**src/rtl/req_rsp_elastic_buf_if.sv**
```systemverilog
// Ready/valid bundle for the elastic buffer: upstream in_* and downstream out_* streams.
// master is the producer/consumer side; slave is the buffer itself.
interface req_rsp_elastic_buf_if #(
    parameter int DATA_W = 32
);
    logic              in_valid;
    logic              in_ready;
    logic [DATA_W-1:0] in_data;
    logic              out_valid;
    logic              out_ready;
    logic [DATA_W-1:0] out_data;

    modport master (
        output in_valid,
        output in_data,
        output out_ready,
        input  in_ready,
        input  out_valid,
        input  out_data
    );

    modport slave (
        input  in_valid,
        input  in_data,
        input  out_ready,
        output in_ready,
        output out_valid,
        output out_data
    );
endinterface

```
**src/rtl/req_rsp_elastic_buf.sv**
```systemverilog
// Elastic FIFO stage between the req_* and rsp_* streams. All outputs are registered,
// so there is no combinational path from in_* to out_*; minimum latency is one cycle.
module req_rsp_elastic_buf #(
    parameter int DATA_W = 32,
    parameter int DEPTH  = 4,
    parameter int CNT_W  = 32
) (
    input  logic                   clock,
    input  logic                   reset,
    req_rsp_elastic_buf_if.slave   bus,
    output logic [$clog2(DEPTH):0] level,
    output logic [CNT_W-1:0]       in_count,
    output logic [CNT_W-1:0]       out_count
);
    localparam int IDX_W = $clog2(DEPTH);
    localparam int PTR_W = IDX_W + 1;

    logic [DATA_W-1:0] mem_r [DEPTH];
    logic [PTR_W-1:0]  wr_ptr_r;
    logic [PTR_W-1:0]  rd_ptr_r;
    logic [PTR_W-1:0]  wr_ptr_nxt_s;
    logic [PTR_W-1:0]  rd_ptr_nxt_s;
    logic [PTR_W-1:0]  level_nxt_s;
    logic [PTR_W-1:0]  level_r;
    logic              push_s;
    logic              pop_s;
    logic              full_nxt_s;
    logic              empty_nxt_s;
    logic              in_ready_r;
    logic              out_valid_r;
    logic [DATA_W-1:0] head_nxt_s;
    logic [DATA_W-1:0] out_data_r;
    logic [CNT_W-1:0]  in_count_r;
    logic [CNT_W-1:0]  out_count_r;

    // Next-state pointers, flags and head word derived from the handshakes.
    always_comb begin
        push_s = bus.in_valid & in_ready_r;
        pop_s  = out_valid_r & bus.out_ready;
        if (push_s) begin
            wr_ptr_nxt_s = wr_ptr_r + PTR_W'(1);
        end else begin
            wr_ptr_nxt_s = wr_ptr_r;
        end
        if (pop_s) begin
            rd_ptr_nxt_s = rd_ptr_r + PTR_W'(1);
        end else begin
            rd_ptr_nxt_s = rd_ptr_r;
        end
        level_nxt_s = wr_ptr_nxt_s - rd_ptr_nxt_s;
        empty_nxt_s = (wr_ptr_nxt_s == rd_ptr_nxt_s);
        full_nxt_s  = (wr_ptr_nxt_s[IDX_W-1:0] == rd_ptr_nxt_s[IDX_W-1:0]) &&
                      (wr_ptr_nxt_s[IDX_W] != rd_ptr_nxt_s[IDX_W]);
        // A word written into the slot that becomes the head must be forwarded.
        if (push_s && (wr_ptr_r[IDX_W-1:0] == rd_ptr_nxt_s[IDX_W-1:0])) begin
            head_nxt_s = bus.in_data;
        end else begin
            head_nxt_s = mem_r[rd_ptr_nxt_s[IDX_W-1:0]];
        end
    end

    // Storage write; contents survive reset, only the pointers are cleared.
    always_ff @(posedge clock) begin
        if (push_s && !reset) begin
            mem_r[wr_ptr_r[IDX_W-1:0]] <= bus.in_data;
        end
    end

    // Pointers, registered status flags, head data and transfer counters.
    always_ff @(posedge clock) begin
        if (reset) begin
            wr_ptr_r    <= {PTR_W{1'b0}};
            rd_ptr_r    <= {PTR_W{1'b0}};
            level_r     <= {PTR_W{1'b0}};
            in_ready_r  <= 1'b1;
            out_valid_r <= 1'b0;
            in_count_r  <= {CNT_W{1'b0}};
            out_count_r <= {CNT_W{1'b0}};
        end else begin
            wr_ptr_r    <= wr_ptr_nxt_s;
            rd_ptr_r    <= rd_ptr_nxt_s;
            level_r     <= level_nxt_s;
            in_ready_r  <= !full_nxt_s;
            out_valid_r <= !empty_nxt_s;
            out_data_r  <= head_nxt_s;
            if (push_s) begin
                in_count_r <= in_count_r + CNT_W'(1);
            end
            if (pop_s) begin
                out_count_r <= out_count_r + CNT_W'(1);
            end
        end
    end

    assign bus.in_ready  = in_ready_r;
    assign bus.out_valid = out_valid_r;
    assign bus.out_data  = out_data_r;
    assign level         = level_r;
    assign in_count      = in_count_r;
    assign out_count     = out_count_r;
endmodule

```
**src/flat_wrapper.sv**
```systemverilog
// flat-port wrapper written by rule: the top's interface ports become plain ports
module req_rsp_elastic_buf_flat 
#(
    parameter int DATA_W = 32,
    parameter int DEPTH  = 4,
    parameter int CNT_W  = 32
)
  (clock, reset, level, in_count, out_count, bus_in_valid, bus_in_data, bus_out_ready, bus_in_ready, bus_out_valid, bus_out_data);
  req_rsp_elastic_buf_if #(.DATA_W(DATA_W)) bus_i ();
  input  logic clock;
  input  logic reset;
  output logic [$clog2(DEPTH):0] level;
  output logic [CNT_W-1:0] in_count;
  output logic [CNT_W-1:0] out_count;
  input wire logic [$bits(bus_i.in_valid)-1:0] bus_in_valid;
  input wire logic [$bits(bus_i.in_data)-1:0] bus_in_data;
  input wire logic [$bits(bus_i.out_ready)-1:0] bus_out_ready;
  output wire logic [$bits(bus_i.in_ready)-1:0] bus_in_ready;
  output wire logic [$bits(bus_i.out_valid)-1:0] bus_out_valid;
  output wire logic [$bits(bus_i.out_data)-1:0] bus_out_data;
  assign bus_i.in_valid = bus_in_valid;
  assign bus_i.in_data = bus_in_data;
  assign bus_i.out_ready = bus_out_ready;
  assign bus_in_ready = bus_i.in_ready;
  assign bus_out_valid = bus_i.out_valid;
  assign bus_out_data = bus_i.out_data;
  req_rsp_elastic_buf #(.DATA_W(DATA_W), .DEPTH(DEPTH), .CNT_W(CNT_W)) u_core (.clock(clock), .reset(reset), .bus(bus_i), .level(level), .in_count(in_count), .out_count(out_count));
endmodule
```
**config.mk**
```make
export PLATFORM = sky130hd
export DESIGN_NAME = req_rsp_elastic_buf_flat
export DESIGN_NICKNAME = d
export VERILOG_FILES = /design/src/rtl/req_rsp_elastic_buf_if.sv /design/src/rtl/req_rsp_elastic_buf.sv /design/src/flat_wrapper.sv
export SDC_FILE = /design/constraint.sdc
export NUM_CORES = 1
export LEC_CHECK = 0
export CAP_MARGIN = 20
export CORE_MARGIN = 2
export CORE_UTILIZATION = 30
export DETAILED_ROUTE_END_ITERATION = 16
export GPL_TIMING_DRIVEN = 0
export HOLD_SLACK_MARGIN = 0.1
export PLACE_DENSITY = 0.53
export SKIP_CTS_REPAIR_TIMING = 1
export SLEW_MARGIN = 10
export SYNTH_ARGS = -nofsm -noshare
export SYNTH_HDL_FRONTEND = slang
export SYNTH_SLANG_ARGS = --single-unit
```
**constraint.sdc**
```tcl
create_clock -name clock -period 5.3 [get_ports clock]
set_clock_uncertainty 0.15 [all_clocks]
set_input_delay 1.06 -clock clock [delete_from_list [all_inputs] [get_ports clock]]
set_output_delay 1.06 -clock clock [all_outputs]
set_load 0.05 [all_outputs]
```
==> results.tsv <==
metric	value	unit
# port buffers	135	
chip height	184	microns
min Tclk post-route	3370	ps
Yosys cell types	46	
post-route ant nets	0	
core area	32300	sq um
Total Nets Final	887	
Final Max Tran Viols	0	
CP max FO	10	
CP most frequent cell	buf_2	
root buffer cell	clkbuf_16	
CP arrival	3470	ps
TritonCTS Buffers	27	
I/O Pins	137	
Setup-failing EPs final	0	
Mapped Area	9760	sq um
LEAKAGE	4.01	nW
synth warn	0	
top cell type by total area after synthesis	edfxtp_1	
VDD IR-drop max	0.000204	V
final worst-path setup slack	1930	ps
full die area	34000	sq um
placed instance area	11800	sq um
Hold Crit Class	reg2reg	
sequential share of the synthesized area	64.6	%
WP buf/inv	3	
post-detail-place hpwl	15300	microns
Area Growth Syn to Fin	29.3	%
# DRC	0	
first-pass GRT wire length	35500	microns
leading cell type in the layout, fill and taps excluded	edfxtp_1	
PwrDens	381	nW/um^2
Worst-path clk slew	60	ps
Worst R2R End	u_core.bus.out_data[27]$_DFFE_PN_	
clock buffer depth	3	
RSZ-0062 raised after global routing	no	
Worst-Margin Slew	892	ps
Hold Violations, Final	0	
CP startpoint	bus_in_valid	
die width	184	microns
CTS Sinks	235	
Yosys reg bits	235	
worst r2r src	u_core.rd_ptr_r[0]$_SDFF_PP0_	
Synth Area per Inst	14.5	sq um
reg2reg path depth	7	
layout cells sized above 1	16.6	%
# fillers	3052	
period utilization	63.6	%
worst rel slew slack	40.3	%
vias in the first global route	6140	
number of flops mapped to enable cells by yosys	160	
status	finished clean	
multi-input logic area	3190	sq um
cell family with most CP delay	buffers and inverters	
largest net degree at the start of global routing	33	
worst path required time	5400	ps
Levels on crit path	7	
total routed wirelength	22900	microns
register area	6310	sq um
f_max	297	MHz
CTS tree	built	
crit path cell chain	clkdlybuf4s50_1 > buf_2 > nand2_1 > nor2_1 > o211ai_1 > buf_2 > mux2_2	
Max-Cap Viols	0	
gr usage total	13.4	%
clk_lat worst skew	520	ps
global route total overflow	0	
setup TNS	0	ps
Final Instance Area	12600	sq um
Setup WS pre-CTS	1350	ps
top_reg_cell synth	edfxtp_1	
TritonRoute pass-1 iters	4	
most frequent cells in the layout	edfxtp_1 (160), clkdlybuf4s50_1 (135), dfxtp_1 (75), a21oi_1 (41), nor2_1 (34)	
Critical-path top delay cell	clkdlybuf4s50_1	
R2R setup slack	2060	ps
post-synth top area share	49.2	%
antenna violations before repair	0	
vias per cell	4.83	
Startpoint Class	input pin	
DRT iter0 DRCs	338	
routed len/inst	17.6	microns
CP endpoint kind	flop	
n_diodes	0	
CP Class	in2reg	
CP endpoint	u_core.bus.out_data[27]$_DFFE_PN_	
CP max stage delay	520	ps
Row Count	66	
Initial Utilization	30.2	%
Mapped Nets	718	
Post-Synthesis Cells	674	
# H-tree levels	1	
via count	6300	
Synth area leaders	edfxtp_1 (49%), dfxtp_1 (15%), mux4_2 (7.4%)	
Async S/R FF share, synth	0	%
GPL Wtd Cong	0.792	
## through the flow
stage,hold slack (ps),total power (W),utilization [%],instances
final,353,0.00481,39.1,1303
after global routing,383,0.00502,39.1,1303
after CTS,358,0.00489,39.1,1303
after detailed placement,338,0.00308,36.5,1256
after global placement,335,0.00307,36.1,1251
after floorplan,364,0.00279,-,674
## logic make-up (layout without fill, tap and decap cells)
logic type               after synthesis  after routing  synth area share, %
flip-flops                           235            235                 64.6
AO/OA/AOI/OAI                         91             91                 5.77
buffers and inverters                 49            236                 2.76
XOR/XNOR                              32             32                 3.20
AND/OR/NAND/NOR                      193            193                 11.4
adder cells (fa/ha/maj)                8              8                 1.03
multiplexers                          66             66                 11.3
## report_power, final
group,total [W],switching (W),internal (W)
registers,0.00212,0.0000362,0.00208
clock network,0.00179,0.000716,0.00108
logic,0.000903,0.000502,0.000401
total,0.00481,0.00125,0.00356
## worst min-delay path, delay by kind of cell (launching register included)
kind	cells	cell delay, ps
compound gates	2	130
flops	1	330
## cell usage after synthesis (2+ instances only)
master    number
nor4_1         7
o31ai_1       24
nor3_1         8
nor2b_1        2
o211ai_1       3
nor2_1        34
buf_2         10
and2_1         8
clkbuf_8       5
nand4_1       23
nand4_2        2
o311ai_0       2
a21boi_0       2
nand2_1       23
edfxtp_1     160
clkbuf_1      15
or2_2          2
o41ai_1        2
or3_1         11
nand3_1       23
buf_4          6
and3_1         6
mux4_2        32
ha_1           8
inv_1         13
o21ai_0       12
xnor2_1       18
nand2b_1       3
mux2_2        32
a21oi_1       41
and4_1         9
or4_1         28
a21bo_2        2
dfxtp_1       75
xor2_1        12
## area by class of cell
cell class	count	share of cell area (%)
clock buffers	34	5.56
inverters	13	0.386
flip-flops and latches	235	49.9
plain buffers	36	1.74
clock inverters	13	1.15
repair buffers	140	11.6
well taps	442	4.38
multi-input cells	390	25.3
## registers in the layout (all words and copies together), names as in the netlist
| register | count |
|---|---|
| u_core.wr_ptr_r | 3 |
| u_core.out_count | 32 |
| u_core.bus.out_data | 32 |
| u_core.level | 3 |
| u_core.mem_r | 128 |
| u_core.bus.in_ready | 1 |
| u_core.bus.out_valid | 1 |
| u_core.in_count | 32 |
| u_core.rd_ptr_r | 3 |
## layer usage
layer  up-vias  global-route usage [%]  routed length (microns)
li1       2983                       -                        -
met1      3152                    18.8                    10900
met2       136                    21.2                    10600
met3        29                    2.35                      967
met4         0                    3.58                      505
met5         -                       0                        0
## worst min-delay path by stage
| stage | slack, ps | to | cells past startpoint | start |
|---|---|---|---|---|
| floorplan | 360 | u_core.rd_ptr_r[2]$_SDFF_PP0_ | 2 | u_core.rd_ptr_r[2]$_SDFF_PP0_ |
| global placement | 330 | u_core.out_count[31]$_SDFFE_PP0P_ | 2 | u_core.out_count[31]$_SDFFE_PP0P_ |
| detailed placement | 340 | u_core.in_count[28]$_SDFFE_PP0P_ | 2 | u_core.in_count[28]$_SDFFE_PP0P_ |
| CTS | 360 | u_core.out_count[31]$_SDFFE_PP0P_ | 2 | u_core.out_count[31]$_SDFFE_PP0P_ |
| global route | 380 | u_core.out_count[31]$_SDFFE_PP0P_ | 2 | u_core.out_count[31]$_SDFFE_PP0P_ |
| finish | 350 | u_core.in_count[28]$_SDFFE_PP0P_ | 2 | u_core.in_count[28]$_SDFFE_PP0P_ |
(Power assumes the default switching activity.)
